### config.mk
export PLATFORM = sky130hd
export DESIGN_NAME = dff_link_n_shift
export DESIGN_NICKNAME = d
export VERILOG_FILES = /design/src/rtl/dff_link_pkg.sv /design/src/rtl/dff_link_stage.sv /design/src/rtl/dff_link_n_shift.sv
export SDC_FILE = /design/constraint.sdc
export NUM_CORES = 1
export LEC_CHECK = 0
export ABC_AREA = 1
export CAP_MARGIN = 20
export CORE_MARGIN = 2
export CORE_UTILIZATION = 39
export CTS_CLUSTER_SIZE = 12
export DETAILED_ROUTE_END_ITERATION = 12
export GPL_ROUTABILITY_DRIVEN = 0
export PLACE_DENSITY = 0.8
export SYNTH_ARGS = -nofsm -noshare
export SYNTH_HDL_FRONTEND = slang
export SYNTH_SLANG_ARGS = --single-unit
export TNS_END_PERCENT = 1
### constraint.sdc
create_clock -name CLK -period 1.5 [get_ports CLK]
set_input_delay 0.3 -clock CLK [delete_from_list [all_inputs] [get_ports CLK]]
set_output_delay 0.3 -clock CLK [all_outputs]
set_load 0.01 [all_outputs]
### src/rtl/dff_link_pkg.sv
// Shared definitions for the parametrised DFF link shift chain.
//   clog2      : constant ceiling-log2, used for derived port widths
//   tap_width  : width of the tap selector (never below 1 bit)
//   cnt_width  : width of the occupancy counter (must represent 0..DEPTH)
//   RESET_BIT  : value every stage bit takes on reset or flush
package dff_link_pkg;

  localparam bit RESET_BIT = 1'b0;

  function automatic int clog2(input int value);
    int result;
    int rem;
    result = 0;
    rem    = value - 1;
    while (rem > 0) begin
      result = result + 1;
      rem    = rem >> 1;
    end
    return result;
  endfunction

  // A single-stage chain still needs a 1-bit selector port.
  function automatic int tap_width(input int depth);
    return (clog2(depth) < 1) ? 1 : clog2(depth);
  endfunction

  function automatic int cnt_width(input int depth);
    return clog2(depth + 1);
  endfunction

endpackage

### src/rtl/dff_link_stage.sv
// One stage of the link: a WIDTH+1 bit register holding {valid, data}.
// Ports:
//   CLK        clock, rising edge
//   RST        synchronous active-high reset (clears the stage)
//   CLR        synchronous flush (clears the stage, below RST in priority)
//   EN         load enable; stage holds when low
//   stage_in   next {valid, data} to capture
//   stage_out  current {valid, data}
module dff_link_stage
  import dff_link_pkg::*;
#(
  parameter int WIDTH = 1
) (
  input  logic             CLK,
  input  logic             RST,
  input  logic             CLR,
  input  logic             EN,
  input  logic [WIDTH:0]   stage_in,
  output logic [WIDTH:0]   stage_out
);

  logic [WIDTH:0] stage_d;
  logic [WIDTH:0] stage_q;

  always_comb begin
    stage_d = stage_q;
    if (CLR) begin
      stage_d = {(WIDTH + 1){RESET_BIT}};
    end else if (EN) begin
      stage_d = stage_in;
    end
  end

  always_ff @(posedge CLK) begin
    if (RST) begin
      stage_q <= {(WIDTH + 1){RESET_BIT}};
    end else begin
      stage_q <= stage_d;
    end
  end

  assign stage_out = stage_q;

endmodule

### src/rtl/dff_link_n_shift.sv
// Configurable WIDTH-bit, DEPTH-stage delay line with a valid bit per stage.
// Supports shift enable, synchronous flush, rotate mode, a tap output and
// an occupancy count.
// Ports:
//   CLK, RST       clock and synchronous active-high reset
//   EN             shift enable (chain holds when low)
//   CLR            synchronous flush of all stages and the count
//   ROT            0 = linear shift, 1 = rotate last stage into stage 0
//   input_valid    valid bit captured into stage 0 with input_data
//   input_data     data captured into stage 0
//   tap_sel        stage index observed on tap_data
//   output_valid   valid bit of the last stage
//   output_data    data of the last stage
//   tap_data       data of stage[tap_sel], zero if tap_sel >= DEPTH
//   fill_count     number of stages holding a valid word
//   full           fill_count == DEPTH
module dff_link_n_shift
  import dff_link_pkg::*;
#(
  parameter  int WIDTH = 1,
  parameter  int DEPTH = 4,
  localparam int TAP_W = tap_width(DEPTH),
  localparam int CNT_W = cnt_width(DEPTH)
) (
  input  logic             CLK,
  input  logic             RST,
  input  logic             EN,
  input  logic             CLR,
  input  logic             ROT,
  input  logic             input_valid,
  input  logic [WIDTH-1:0] input_data,
  input  logic [TAP_W-1:0] tap_sel,
  output logic             output_valid,
  output logic [WIDTH-1:0] output_data,
  output logic [WIDTH-1:0] tap_data,
  output logic [CNT_W-1:0] fill_count,
  output logic             full
);

  // chain[i] is the registered {valid, data} of stage i.
  logic [WIDTH:0] chain     [DEPTH];
  logic [WIDTH:0] chain_nxt [DEPTH];

  logic             last_valid;
  logic [CNT_W-1:0] count_d;
  logic [CNT_W-1:0] count_q;

  for (genvar i = 0; i < DEPTH; i++) begin : g_stage
    if (i == 0) begin : g_head
      // In rotate mode the tail recirculates and the input port is ignored.
      assign chain_nxt[0] = ROT ? chain[DEPTH-1] : {input_valid, input_data};
    end else begin : g_body
      assign chain_nxt[i] = chain[i-1];
    end

    dff_link_stage #(
      .WIDTH (WIDTH)
    ) u_stage (
      .CLK       (CLK),
      .RST       (RST),
      .CLR       (CLR),
      .EN        (EN),
      .stage_in  (chain_nxt[i]),
      .stage_out (chain[i])
    );
  end

  assign last_valid   = chain[DEPTH-1][WIDTH];
  assign output_valid = last_valid;
  assign output_data  = chain[DEPTH-1][WIDTH-1:0];

  // Only a linear shift changes occupancy: one word may enter and one leave.
  // The count cannot leave 0..DEPTH because it tracks the stage valid bits;
  // any transient wrap in the modular add/subtract cancels out.
  always_comb begin
    count_d = count_q;
    if (CLR) begin
      count_d = '0;
    end else if (EN && !ROT) begin
      count_d = count_q + CNT_W'(input_valid) - CNT_W'(last_valid);
    end
  end

  always_ff @(posedge CLK) begin
    if (RST) begin
      count_q <= '0;
    end else begin
      count_q <= count_d;
    end
  end

  assign fill_count = count_q;
  assign full       = (count_q == CNT_W'(DEPTH));

  // Unmatched selector values (possible when DEPTH is not a power of two)
  // fall through to zero.
  always_comb begin
    tap_data = '0;
    for (int i = 0; i < DEPTH; i++) begin
      if (tap_sel == TAP_W'(i)) begin
        tap_data = chain[i][WIDTH-1:0];
      end
    end
  end

endmodule

Yosys cells after proc, flatten, opt, wreduce, memory -nomap -nowiden --
Index checks and enable logic that the tools add are counted. Widths: inputs -> output; s select.
Storage, ports and cells: output and inout port bits 7, flip-flop bits (word level) 11, logic and storage cells 20, input bits 9
Operators by class: equal/unequal tests 4, add/sub/neg operators 2, multiplexer cells 5, reduce and logical (&&, ||, !) cells 4
Operator list (number):
- $eq 2x2->1 const B | 2
- $mux 1 | 4
- $add 3x1->3 | 1
- $eq 3x3->1 const B | 1
- $sub 3x1->3 | 1
- $eq 2x1->1 const B | 1
- $logic_not 2->1 | 1
- $mux 2 | 1
- $reduce_or 2->1 | 1
- $logic_and 1x1->1 | 1
- $logic_not 1->1 | 1

Longest topological paths before layout --
depth after elaboration 5, gate-level depth with buffers 11, mapped depth without buffers 11

Cells and area by module --
Synthesis repeated with hierarchy kept, for this count alone.
Second synthesis, totals: cells, all modules 94, area total of the unflattened synthesis 635.6 um^2
Modules (own cells, without submodules):
- dff_link_stage | seq. area each 40.0 um^2, area each 88.8 um^2, instances 4, cells an instance 13
- dff_link_n_shift | seq. area each 60.1 um^2, area each 280.3 um^2, instances 1, cells an instance 42

Worst setup path before layout --
OpenSTA, ideal clock, no wires.
path kind reg-to-reg, from register count_q[0] (netlist: fill_count[0]), to register count_q[2] (netlist: fill_count[2]), data arrival time 1.587 ns, stages on the path, launching flop included 12, path buffers 0, data required time 1.387 ns, setup time 0.113 ns, path slack -0.200 ns, period minus slack after synthesis 1.700 ns, cells stage by stage dfxtp_1 inv_1 ha_1 inv_1 ha_1 fa_1 inv_1 nand2_1 nand3_1 nand2_1 nand2_1 nor2_1
On the way: word-level cells in the longest chain between the ends 2
Ends and longest elaborated chain:
- start, declared | RTL line dff_link_n_shift.sv:46 | logic [CNT_W-1:0] count_q;
- start signal, assigned | RTL line dff_link_n_shift.sv:88 | count_q <= count_d;
- $add 3x1->3 | RTL line dff_link_n_shift.sv:80 | count_d = count_q + CNT_W'(input_valid) - CNT_W'(last_valid);
- $sub 3x1->3 | RTL line dff_link_n_shift.sv:80
No other way between the ends. A chain may end at the register's enable or synchronous reset.

Worst setup path after layout --
Same ends and word-level chain as after synthesis.

==> results_dict.tcl <==
set metrics [dict create \
    outcome "complete, but fails checks" \
    violations "setup timing" \
    crit_slowest_cell "fa_2" \
    synthAdderAreaFrac 0.08276 \
    die_area_um2 1710 \
    synthCells 75 \
    grt_first_pass_wirelength_mm 1.821 \
    grt_max_degree 12 \
    min_period_over_period 1.090 \
    insertion_delay_ns 0.27 \
    clockRootBuffer "clkbuf_4" \
    slew-limit-headroom 0.8407 \
    rsz0062_at_grt "true" \
    syn_avg_cell_area_um2 7.257 \
    grt_antenna_before_repair 0 \
    syn_nets 87 \
    initial_core_util 0.4183 \
    report.power.total_uw 590.9 \
    r2r_end "fill_count[2]" \
    yosys_warnings 0 \
    synth_compound_area_frac 0.1563 \
    drc 0 \
    fillers 127 \
    fp-row-count 13 \
    reg2reg_slack_ns -0.13 \
    holdPathStages 2 \
    ios 16 \
    cts.sinks 11 \
    layout_min_cycle_time_ns 1.635 \
    synth_top_family_by_area "simple AND/OR/NAND/NOR gates" \
    crit_fanout 2 \
    cpPeakStageDelay_ns 0.38 \
    p_per_area_nw_per_um2 760.5 \
    totalWireLength_mm 1.201 \
    grt_pass1_vias 439 \
    crit_required_ns 1.68 \
    hpwl_um 925.3 \
    ys_seq_elements 11 \
    hold_path_class "register to register" \
    syn-cell-area_um2 544.3 \
    skew_ns 0.001756 \
    finalWorstSetupSlack_ns -0.1348 \
    design_area_um2 777.0 \
    core_um2 1301 \
    wl_per_cell_um 10.72 \
    utilization 0.5971 \
    die_x_um 41.36 \
    dpl_cell_area_um2 730.7 \
    grt_overflow 0 \
    r2r_start "fill_count[0]" \
    cpMostUsedCell "nand2_1" \
    synth_mux_area_frac 0 \
    h-tree-depth 1 \
    drive_gt1_frac 0.2062 \
    finalHoldViolCount 0 \
    seqPwrFrac 0.505 \
    cts_tree "built" \
    worstPathCellList "inv_2 -> ha_4 -> inv_2 -> ha_4 -> fa_2 -> inv_1 -> nand2_1 -> nand3_2 -> nand2_1 -> nand2_1 -> nor2_1" \
    synth_simple_gate_area_frac 0.2345 \
    final_nets 110 \
    drv_cap 0 \
    share_comb_of_total_power 0.139 \
    r2r_cells 11 \
    hold_path_end "g_stage[3].u_stage.stage_out[1]" \
    min-delay-start "g_stage[2].u_stage.stage_out[1]" \
    cts_buffer_depth 2 \
    dr.pass1.iters 4 \
    report.final.slew_viol_count 0 \
    synth_top_area_frac 0.4046 \
    diodes 0 \
    cp-end-kind "register" \
    portBuffers 15 \
    max_freq_ghz 0.6117 \
    track_usage 0.1726 \
    yosys.area_share.xor_xnor 0 \
    die_h_um 41.36 \
    vdd_drop_max_mv 0.5140 \
    worstSetupPathType "register to register" \
    setup_viol 3 \
    cpLargestDelayFamily "adder cells" \
    yosysTopAreaCell "dfxtp_1" \
    start_kind "register" \
    whs_ns 0.4757 \
    cts_buffers 3 \
    clkTransAtPathRegs_ns 0.07 \
    vias 533 \
    worstMarginPinSlew_ns 0.2380 \
    power.switching_uw 150.8 \
    synth.top_cells.by_area "dfxtp_1, nand2_1, a21oi_1" \
    drt_iter0_markers 19 \
    vias_per_cell 4.759 \
    clkPwrFrac 0.356 \
    cp.arrival_ns 1.81 \
    leakage_uw 0.0003270 \
    ys_seq_area_frac 0.4046 \
    area_delta_synth_final_pct 42.76 \
    switching_share 0.2551 \
    pre_cts_slack_ns -0.4348 \
    crit_buf_inv 3 \
    p_int_uw 440.2 \
    cts_hold_buf 0 \
    detail-route-antenna-nets 0 \
    synth_cell_types 15 \
]
## logic make-up (layout without fill, tap and decap cells)
group           Yosys count  count (layout)
simple gates             32              32
fa+ha+maj                 3               3
flops                    11              11
buf+inv                  12              34
compound gates           17              17
## area by class of cell
type                       count  area [um2]  area share
timing repair buffer          20       177.7      0.2287
multi-input combinational     52       292.8      0.3768
clock buffer                   4       26.28     0.03382
sequential                    11       221.5      0.2850
inverter                      10       40.04     0.05153
tap                           15       18.77     0.02415
## power by group through the flow
stage               logic [uW]  registers, uW  clock network, uW
floorplan                 41.4            306                  0
global placement          76.0            305                  0
detailed placement        78.9            305                  0
CTS                       77.1            298                216
global route              89.7            299                225
finish                    81.9            298                211
## cells in the mapped netlist (all sizes together)
library cell / n
a21oi: 10
buf: 2
dfxtp: 11
fa: 1
ha: 2
inv: 10
nand2: 19
nand3: 1
nor2: 11
nor3: 1
o21ai: 7
## registers in the layout, summed over array words and instances, names as in the netlist
register and cells:
fill_count 3, g_stage.u_stage.stage_out 8
## layout by cell type, fill, tap and decap left out
master / instances
a21oi_1: 10
inv_2: 2
buf_4: 5
nor2_2: 2
dfxtp_2: 1
clkbuf_4: 3
nand3_2: 1
nand2_2: 1
o21ai_1: 3
nor3_1: 1
clkbuf_2: 1
nand2_1: 18
inv_1: 7
fa_2: 1
dlygate4sd2_1: 4
clkbuf_1: 1
inv_4: 1
clkdlybuf4s15_1: 1
o21ai_0: 4
ha_4: 2
clkdlybuf4s50_1: 9
dfxtp_1: 10
nor2_1: 9
## routing by layer
layer,share of wire,global-route usage,vias up
met4,0.027,0.1290,0
met3,0.032,0.05851,2
met1,0.47,0.2067,240
met5,0,0,-
met2,0.47,0.2539,12
li1,-,-,279
## stage by stage
stage                     cells  TNS, ns
final                       112  -0.3418
after global routing        112  -0.6085
after CTS                   112  -0.3894
after detailed placement    108  -0.9067
after global placement      108  -0.7691
after floorplan              75  -0.1331
## repair_timing
action / 4_1_cts / 5_1_grt
resized for setup: 7 / 7
pin swaps: 0 / 6
endpoints found under the setup margin: 8 / 4
hold endpoints to repair: 0 / 0
buffers inserted: 0 / 0
## worst reg2reg max path: stages (launching register included)
cell,delay [ns]
dfxtp_2,0.33
inv_2,0.05
ha_4,0.25
inv_2,0.04
ha_4,0.15
fa_2,0.38
inv_1,0.06
nand2_1,0.06
nand3_2,0.07
nand2_1,0.06
nand2_1,0.05
nor2_1,0.04
## how the worst max path moves through the flow
stage | startpoint | cells past startpoint | endpoint | slack (ns)
2_1_floorplan | fill_count[0] | 11 | fill_count[2] | -0.07
6_report | fill_count[0] | 11 | fill_count[2] | -0.13
5_1_grt | fill_count[0] | 11 | fill_count[2] | -0.24
3_3_place_gp | tap_sel[0] | 6 | tap_data | -0.38
4_1_cts | fill_count[0] | 11 | fill_count[2] | -0.14
3_5_place_dp | tap_sel[0] | 6 | tap_data | -0.43
Power figures use the tool's default switching activity.
